==> config.mk <==
export PLATFORM = sky130hd
export DESIGN_NAME = swap_ctrl
export DESIGN_NICKNAME = d
export VERILOG_FILES = /design/src/rtl/swap_ctrl.sv
export SDC_FILE = /design/constraint.sdc
export NUM_CORES = 1
export LEC_CHECK = 0
export ABC_AREA = 0
export BUFFER_PORTS_ARGS = -buffer_cell sky130_fd_sc_hd__buf_2
export CORE_MARGIN = 4
export CORE_UTILIZATION = 40
export CTS_CLUSTER_DIAMETER = 120
export DETAILED_ROUTE_END_ITERATION = 8
export PLACE_DENSITY = 0.77
export REMOVE_ABC_BUFFERS = 1
export SYNTH_ARGS = -nofsm -noshare
export SYNTH_HDL_FRONTEND = slang
export SYNTH_SLANG_ARGS = --single-unit
==> constraint.sdc <==
create_clock -name clk -period 2.48 [get_ports clk]
set_input_delay 0.248 -clock clk [delete_from_list [all_inputs] [get_ports clk]]
set_output_delay 0.248 -clock clk [all_outputs]
set_load 0.005 [all_outputs]
==> src/rtl/swap_ctrl.sv <==
// swap_ctrl: exchanges two register-file entries and arbitrates the rf ports with a host port.
// Optional completed-swap counter port swap_count when SWAP_CNT_EN is defined.
module swap_ctrl #(
  parameter int N = 8,
  parameter int BITS = 32
`ifdef SWAP_CNT_EN
  , parameter int CNT_W = 16
`endif
) (
  input  logic            clk,
  input  logic            rst,
  input  logic            start,
  input  logic [N-1:0]    addr_a,
  input  logic [N-1:0]    addr_b,
  output logic            busy,
  output logic            done,
  output logic            host_ready,
  input  logic            host_we,
  input  logic [N-1:0]    host_addr_w,
  input  logic [BITS-1:0] host_data_w,
  input  logic [N-1:0]    host_addr_r,
  output logic [BITS-1:0] host_data_r,
  output logic            rf_we,
  output logic [N-1:0]    rf_address_w,
  output logic [BITS-1:0] rf_data_w,
  output logic [N-1:0]    rf_address_r,
  input  logic [BITS-1:0] rf_data_r
`ifdef SWAP_CNT_EN
  , output logic [CNT_W-1:0] swap_count
`endif
);
  localparam logic [1:0] IDLE = 2'd0, RD_A = 2'd1, WR_A = 2'd2, WR_B = 2'd3;
  logic [1:0] state;
  logic [N-1:0] a_q, b_q;
  logic [BITS-1:0] tmp;
  logic idle;
  assign idle = state == IDLE;
  assign busy = !idle;
  assign host_ready = idle;
  assign host_data_r = rf_data_r;
  // WR_B wraps to IDLE through the +1, so the sequence needs no explicit case
  always_ff @(posedge clk) begin
    if (rst) begin
      state <= IDLE;
      done <= 1'b0;
    end else begin
      state <= idle ? (start ? RD_A : IDLE) : state + 2'd1;
      done <= state == WR_B;
    end
  end
  always_ff @(posedge clk) begin
    if (idle && start) begin
      a_q <= addr_a;
      b_q <= addr_b;
    end
    if (state == RD_A) tmp <= rf_data_r;
  end
  // engine writes are suppressed under rst so an aborted swap touches the file no further
  always_comb begin
    rf_we = idle ? host_we : (state[1] && !rst);
    rf_address_w = idle ? host_addr_w : (state == WR_B ? b_q : a_q);
    rf_data_w = idle ? host_data_w : (state == WR_B ? tmp : rf_data_r);
    rf_address_r = idle ? host_addr_r : (state == WR_A ? b_q : a_q);
  end
`ifdef SWAP_CNT_EN
  always_ff @(posedge clk) begin
    if (rst) swap_count <= '0;
    else if (state == WR_B) swap_count <= swap_count + 1'b1;
  end
`endif
endmodule

Word-level counts from Yosys, hierarchy flattened
Cells that the tools add are included.
- word-level logic and storage cells: 23
- output and inout bits: 84
- flip-flop bits (word level): 51
- multiplexer cells: 9
- reductions and logical operators: 5
- add/subtract/negate cells: 1
- eq/ne operators: 3
- operator list (operator ; number):
    32-bit 2-to-1 mux ; 2
    8-bit 2-to-1 mux ; 4
    2-bit equality test (second input constant) ; 2
    2-bit by 1-bit adder with 2-bit output (second input constant) ; 1
    2-bit by 1-bit equality test with 1-bit output (second input constant) ; 1
    1-bit logical AND ; 2
    1-bit logical NOT ; 2
    2-bit logical NOT ; 1
    1-bit 2-to-1 mux ; 2
    2-bit 2-to-1 mux ; 1

Depth between registers and ports, before layout
Gate-level depths: netlist of run 1.
- word-level depth: 3
- depth in mapped cells: 7

Least setup slack after synthesis of run 1
Ideal clock, no wire load.
- path kind: register to register
- start point: register state[1]
- end point: register tmp[0] (enable)
- arrival: 1.251 ns
- stages on the path, launching flop included: 3
- data required time: 2.088 ns
- path buffers: 0
- clock period less this slack: 1.643 ns
- slack: 0.837 ns
- setup time: 0.392 ns
- cells stage by stage: dfxtp_1 > inv_1 > ha_1
- cells in the longest elaborated chain, start to end: 1
- RTL lines (item ; RTL line ; text):
    start: declaration ; 33 ; logic [1:0] state;
    start signal: assignment ; 47 ; state <= idle ? (start ? RD_A : IDLE) : state + 2'd1;
    2-bit by 1-bit equality test with 1-bit output ; 56 ; if (state == RD_A) tmp <= rf_data_r;
    end signal: assignment ; 56 ;
    end: declaration ; 35 ; logic [BITS-1:0] tmp;
Every way passes these cells.
A chain may end at the register's enable or synchronous reset.

Final worst setup path of run 1
- start point: register state[0]
- end point: output port rf_address_r[5]
- cells in the longest elaborated chain, start to end: 3
- elaborated cells between the ends (all ways): 4
- classes of those cells: eq/ne (1); mux (2); reduce/logical (1)
- RTL lines (item ; RTL line ; text):
    2-bit equality test ; 63 ; rf_address_r = idle ? host_addr_r : (state == WR_A ? b_q : a_q);
    8-bit 2-to-1 mux ; 63 ;
    8-bit 2-to-1 mux (*) ; 63 ;
    end: declaration ; 26 ; output logic [N-1:0] rf_address_r,
Mark *: on every way between the ends. The rest lies on a longest branch, timed or not.

==> metrics.cfg, run 1 <==
[floorplanning]
fp.dieH_um=93.7
core_area_sq_um=6980
rows=30
die-area_sq_um=8780
io_pins=184
die_w_um=93.7
initial_utilization_pct=42.1

[finish]
instances_no_fill=503
n_antenna_cell=0
final-seq-area_sq_um=1500
area_growth_pct=26.7
drive_above_1_share_pct=49.1
multi_input_area_sq_um=1030
fillers=656
fin_nets=511

[clock_network]
ctsHoldBuffers=0
insertion_delay_ns=0.29
cts_resized=0
clk_pin_slew_worst_paths_ns=0.09
cts_tree=done
cts_setup_buffers=0
clockBufferDepth=2
cts.sinks=51
cts_max_level=2
cts_made_buffers=5
cts_root_buf=clkbuf_8

[critical_path]
end_kind=output port
crit_buf_inv=2
crit_path_start_kind=flop
required_ns=2.23
cp_slowest_stage_delay_ns=0.51
critPathSlowestCell=ha_1
r2r-end=a_q[1]$_DFFE_PP_
crit_arrival_ns=1.79
ff2ff_path_depth=3
crit_end=rf_address_r[5]
r2r_start=state[0]$_SDFF_PP0_
cp.depth=5
startpoint=state[0]$_SDFF_PP0_
r2r_slack_ns=0.78
crit_fanout=8
cp_cell_sequence=inv_1, ha_1, mux2i_1, o21ai_0, buf_2
cp_top_family=adder cells
crit_type=reg2out

[place]
gp_congestion=0.710
dp.cells=495
pre_cts_ws_ns=0.740
dp_hpwl_mm=5.48
portBuffers=183

[logic_synthesis]
synth_area_leaders=edfxtp_1, mux2i_1, buf_4
synth_common_cells=nand2_1, edfxtp_1, mux2i_1, o21ai_1, buf_4
yosysWarnings=0
yosys.area.top_type_share_pct=49.1
synth_area_leader_cell=edfxtp_1
ys_seq_area_share_pct=51.1
ys_ff_latch=51
synth_most_common_cell=nand2_1
synthFlopType=edfxtp_1
mappedNetlistArea_sq_um=2940
syn_inst=259
ys_async_sr_fraction_pct=0
avgSynthCellArea_sq_um=11.3
synth_edf_count=48
yosysUniqueCellTypes=19

[route]
drc=0
routed_wirelength_mm=6.79
route.vias.total=2285
via_per_inst=4.54
first_iter_violations=56
drtPass1Iterations=4
wire_per_inst_um=13.5
ant_nets=0

[power]
clock_power_share_pct=22.0
p_int_mw=1.46
swShare_pct=27.1
p_sw_uw=545
power.leakage_nw=1.64
vdd_drop_max_mv=0.189
power_density_nw_per_um2=540
total_power_mw=2.01
p_seq_share_pct=52.0
comb_power_share_pct=26.0

[timing]
slew_violations=0
period_share_pct=82.1
clock.fmax_ghz=0.491
tns_ns=0
period_minus_slack_ns=2.04
worst_slack_ns=0.445
relSlewSlack_pct=50.8
clock_skew_ns=0.00559
hold_violations=0
worstMarginPinSlew_ns=0.739
rsz0062_at_grt=false
whs_ns=0.122
setup_viol=0

[global_route]
groute.usage.overall_pct=14.3
grt_pass1_vias=2212
grt_max_degree=50
grt_pass1_wl_mm=10.1
antenna_found_initial=0
grt_overflow=0

[job]
maxCapViolCount=0

[status]
status=completed

[hold_path]
hold_class=in2reg

-- power groups by stage --
| stage | Combinational, mW | Clock, mW | Sequential (mW) |
|---|---|---|---|
| after floorplan | 0.240 | 0 | 1.06 |
| after global placement | 0.521 | 0 | 1.06 |
| after detailed placement | 0.534 | 0 | 1.07 |
| after CTS | 0.535 | 0.467 | 1.05 |
| after global routing | 0.590 | 0.501 | 1.05 |
| final | 0.523 | 0.443 | 1.04 |
-- kinds of logic after synthesis --
logic type,after synthesis,share of synthesized area (%)
AOI/OAI and AO/OA,50,9.16
adders and majority gates,5,2.13
DFF,51,51.1
buffers and inverters,52,14.2
muxes,48,16.4
and+or+nand+nor,53,7.07
-- worst register-to-register path: cells and delay by family, from the launching register on --
family	cells	cell delay (ns)
flip-flops	1	0.35
adder cells (fa/ha/maj)	1	0.22
buffers and inverters	1	0.15
AND/OR/NAND/NOR	1	0.62
-- stage by stage --
| stage | utilization, % | instance area [sq um] |
|---|---|---|
| 2_1_floorplan | - | 2530 |
| 3_3_place_gp | 52.2 | 3640 |
| 3_5_place_dp | 52.2 | 3640 |
| 4_1_cts | 53.3 | 3720 |
| 5_1_grt | 53.3 | 3720 |
| 6_report | 53.3 | 3720 |
-- state kept, by name, indices dropped and copies added, names as in the netlist --
| name | count |
|---|---|
| state | 2 |
| done | 1 |
| a_q | 8 |
| b_q | 8 |
| tmp | 32 |
-- placed cells by master (no fill, tap or decap) --
cell      netlist  final
buf_2           8    183
nand2_1        49     49
mux2i_1        48     48
edfxtp_1       48     48
o21ai_1        36     36
o21ai_0         9      9
clkbuf_8        0      5
buf_4          35      5
inv_1           3      3
o21ai_2         3      3
ha_1            5      3
dfxtp_1         3      3
clkinv_1        0      2
and2_1          1      1
o31ai_1         1      1
nor2b_1         1      1
nor3b_1         1      1
nor2_1          1      1
o21ba_2         1      1
ha_4            0      1
ha_2            0      1
clkbuf_1        0      1
buf_12          4      1
-- worst min path at each step --
stage | from | end | slack (ns) | cells after the start
3_5_place_dp | addr_a[4] | a_q[4]$_DFFE_PP_ | 0.43 | 1
5_1_grt | addr_a[6] | a_q[6]$_DFFE_PP_ | 0.10 | 1
4_1_cts | addr_a[4] | a_q[4]$_DFFE_PP_ | 0.11 | 1
2_1_floorplan | rst | done$_SDFF_PP0_ | 0.32 | 1
6_report | addr_a[4] | a_q[4]$_DFFE_PP_ | 0.12 | 1
3_3_place_gp | addr_a[4] | a_q[4]$_DFFE_PP_ | 0.42 | 1
-- metal layers --
metal | track usage [%] | vias up | share of wire [%]
met3 | 3.45 | 10 | 9.7
met5 | 0 | - | 0
li1 | - | 1176 | -
met1 | 15.6 | 976 | 39
met2 | 27.7 | 123 | 50
met4 | 2.89 | 0 | 0.91
-- area by class of cell --
class	instances	share of cell area, %
multi-input combinational	156	27.8
timing repair buffer	189	26.2
clock inverter	2	0.202
inverter	3	0.303
clock buffer	6	1.95
sequential	51	40.3
tap	96	3.23
(Power assumes the default switching activity.)
==> run 2, diff against run 1 <==
Clock period 2.48 ns to 1.95 ns, I/O delays scaled along.
==> run 2 against run 1 <==
  * Global-route usage down 0.18 points
  * Worst hold slack worse by 0.050 ns
  * Critical path depth unchanged
  * Clock power up 28%
  * Largest power group unchanged
  * Highest routed layer unchanged
==> metrics.cfg, run 2 (synthesis gave the netlist of run 1 again) <==
[power]
p_seq_share_pct=51.6  ; was 52.0%
power.leakage_nw=1.69  ; was 1.64 nW
comb_power_share_pct=26.4  ; was 26.0%
power_density_nw_per_um2=673  ; was 540 nW/um^2
vdd_drop_max_mv=0.359  ; was 0.189 mV
p_sw_uw=692  ; was 545 uW
p_int_mw=1.88  ; was 1.46 mW
total_power_mw=2.57  ; was 2.01 mW
clock_power_share_pct=22.0  ; about the same
swShare_pct=26.9  ; was 27.1%

[timing]
hold_violations=0  ; unchanged
worstMarginPinSlew_ns=0.290  ; was 0.739 ns
slew_violations=0  ; unchanged
setup_viol=0  ; unchanged
clock.fmax_ghz=0.552
period_minus_slack_ns=1.81
period_share_pct=92.9
relSlewSlack_pct=80.7  ; was 50.8%
clock_skew_ns=0.00380  ; was 0.00559 ns
rsz0062_at_grt=false  ; unchanged

[route]
ant_nets=0  ; unchanged
first_iter_violations=34  ; was 56
via_per_inst=4.62  ; was 4.54
wire_per_inst_um=13.0  ; was 13.5 um
routed_wirelength_mm=6.65  ; was 6.79 mm
drtPass1Iterations=4  ; unchanged
drc=0  ; unchanged
route.vias.total=2354  ; was 2285

[finish]
area_growth_pct=30.2  ; was 26.7%
fin_nets=518  ; was 511
fillers=642  ; was 656
design_area_sq_um=3820  ; was 3720 sq um
n_antenna_cell=0  ; unchanged
drive_above_1_share_pct=51.0  ; was 49.1%
largestRegisters=tmp: 32 flops, a_q: 8 flops, b_q: 8 flops  ; unchanged
final_common_cell=buf_2  ; unchanged
most-common-layout-cells=buf_2, nand2_1, mux2i_1, edfxtp_1, o21ai_1  ; unchanged
largest_reg_flops=32  ; unchanged
regMostFlops=tmp  ; unchanged

[place]
dp_hpwl_mm=5.38  ; was 5.48 mm
gp_congestion=0.738  ; was 0.710
portBuffers=183  ; unchanged
place_area_sq_um=3690  ; was 3640 sq um

[clock_network]
cts_made_buffers=5  ; unchanged
cts_tree=done  ; unchanged
cts_max_level=2  ; unchanged
cts_root_buf=clkbuf_8  ; unchanged
insertion_delay_ns=0.29  ; about the same
clockBufferDepth=2  ; unchanged
clk_pin_slew_worst_paths_ns=0.08  ; was 0.09 ns
ctsHoldBuffers=0  ; unchanged
cts.sinks=51  ; unchanged

[critical_path]
crit_arrival_ns=1.62  ; was 1.79 ns
crit_fanout=16  ; was 8
crit_path_start_kind=flop  ; unchanged
crit_type=reg2out  ; unchanged
required_ns=1.75  ; was 2.23 ns
end_kind=output port  ; unchanged

[floorplanning]
die-area_sq_um=8780  ; unchanged
die_w_um=93.7  ; unchanged
initial_utilization_pct=42.1  ; unchanged
io_pins=184  ; unchanged
fp.dieH_um=93.7  ; unchanged
rows=30  ; unchanged
core_area_sq_um=6980  ; unchanged

[status]
status=completed  ; unchanged

[job]
maxCapViolCount=0  ; unchanged

[global_route]
groute.usage.overall_pct=14.1  ; was 14.3%
grt_max_degree=50  ; unchanged
grt_overflow=0  ; unchanged
grt_pass1_vias=2225  ; was 2212
antenna_found_initial=0  ; unchanged
grt_pass1_wl_mm=9.96  ; was 10.1 mm

[hold_path]
hold_class=in2reg  ; unchanged

[run 2: changes by cell type in the layout (fill, tap and decap cells not counted), moves of 2 or more]
cell      change
buf_12        +2
buf_4         +5
clkinv_1      -2
ha_4          +2
[run 2: path summary, 6_finish.rpt]
path                            slack, ns  cells after the start                 from             endpoint
worst max-delay path                 0.14                      5  state[0]$_SDFF_PP0_      rf_address_w[6]
worst min-delay path                 0.07                      1            addr_b[4]     b_q[4]$_DFFE_PP_
worst max register to register       0.49                      4  state[1]$_SDFF_PP0_     b_q[7]$_DFFE_PP_
worst min register to register       0.65                      2  state[0]$_SDFF_PP0_  state[0]$_SDFF_PP0_
[run 2: power groups by stage]
stage | clock (mW) | combinational (mW) | sequential [mW]
CTS | 0.597 | 0.690 | 1.33
global route | 0.648 | 0.766 | 1.34
detailed placement | 0 | 0.686 | 1.35
finish | 0.566 | 0.680 | 1.33
floorplan | 0 | 0.305 | 1.34
global placement | 0 | 0.671 | 1.35
[run 2: layout make-up]
| cell class | instances | area, sq um | area share [%] |
|---|---|---|---|
| clock buffers | 7 | 76.3 | 2.00 |
| multi-input cells | 156 | 1060 | 27.7 |
| clock inverters | 1 | 5.00 | 0.131 |
| flip-flops and latches | 51 | 1500 | 39.3 |
| well taps | 96 | 120 | 3.14 |
| repair buffers | 196 | 1050 | 27.5 |
| inverters | 3 | 11.3 | 0.295 |
[run 2: critical path, stage by stage, from the launching register on]
cell,delay (ns)
dfxtp_1,0.44
ha_4,0.25
buf_12,0.19
mux2i_1,0.23
o21ai_1,0.08
buf_2,0.13
[run 2: metal layers]
| layer | GRT usage, % | up-vias | part of all wire (%) |
|---|---|---|---|
| met5 | 0 | - | 0 |
| met4 | 2.89 | 0 | 0.51 |
| met3 | 3.53 | 5 | 9.4 |
| met2 | 27.0 | 122 | 52 |
| met1 | 15.7 | 1041 | 38 |
| li1 | - | 1186 | - |
[run 2: per-stage QoR]
| stage | setup TNS, ns | std cells | worst slack, ns | hold slack [ns] | util, % |
|---|---|---|---|---|---|
| after global placement | 0 | 498 | 0.330 | 0.371 | 52.8 |
| after floorplan | -34.97 | 210 | -0.788 | 0.267 | - |
| after CTS | 0 | 506 | 0.0678 | 0.0581 | 54.2 |
| after detailed placement | 0 | 498 | 0.293 | 0.373 | 52.8 |
| after global routing | 0 | 510 | 0.00428 | 0.0454 | 54.8 |
| final | 0 | 510 | 0.139 | 0.0717 | 54.8 |
[run 2: timing repair]
action | 4_1_cts | 5_1_grt
resized for setup | 2 | 3
buffers inserted | 0 | 4
hold endpoints to repair | 0 | 0
endpoints found under the setup margin | 22 | 8
pin swaps | 0 | 1
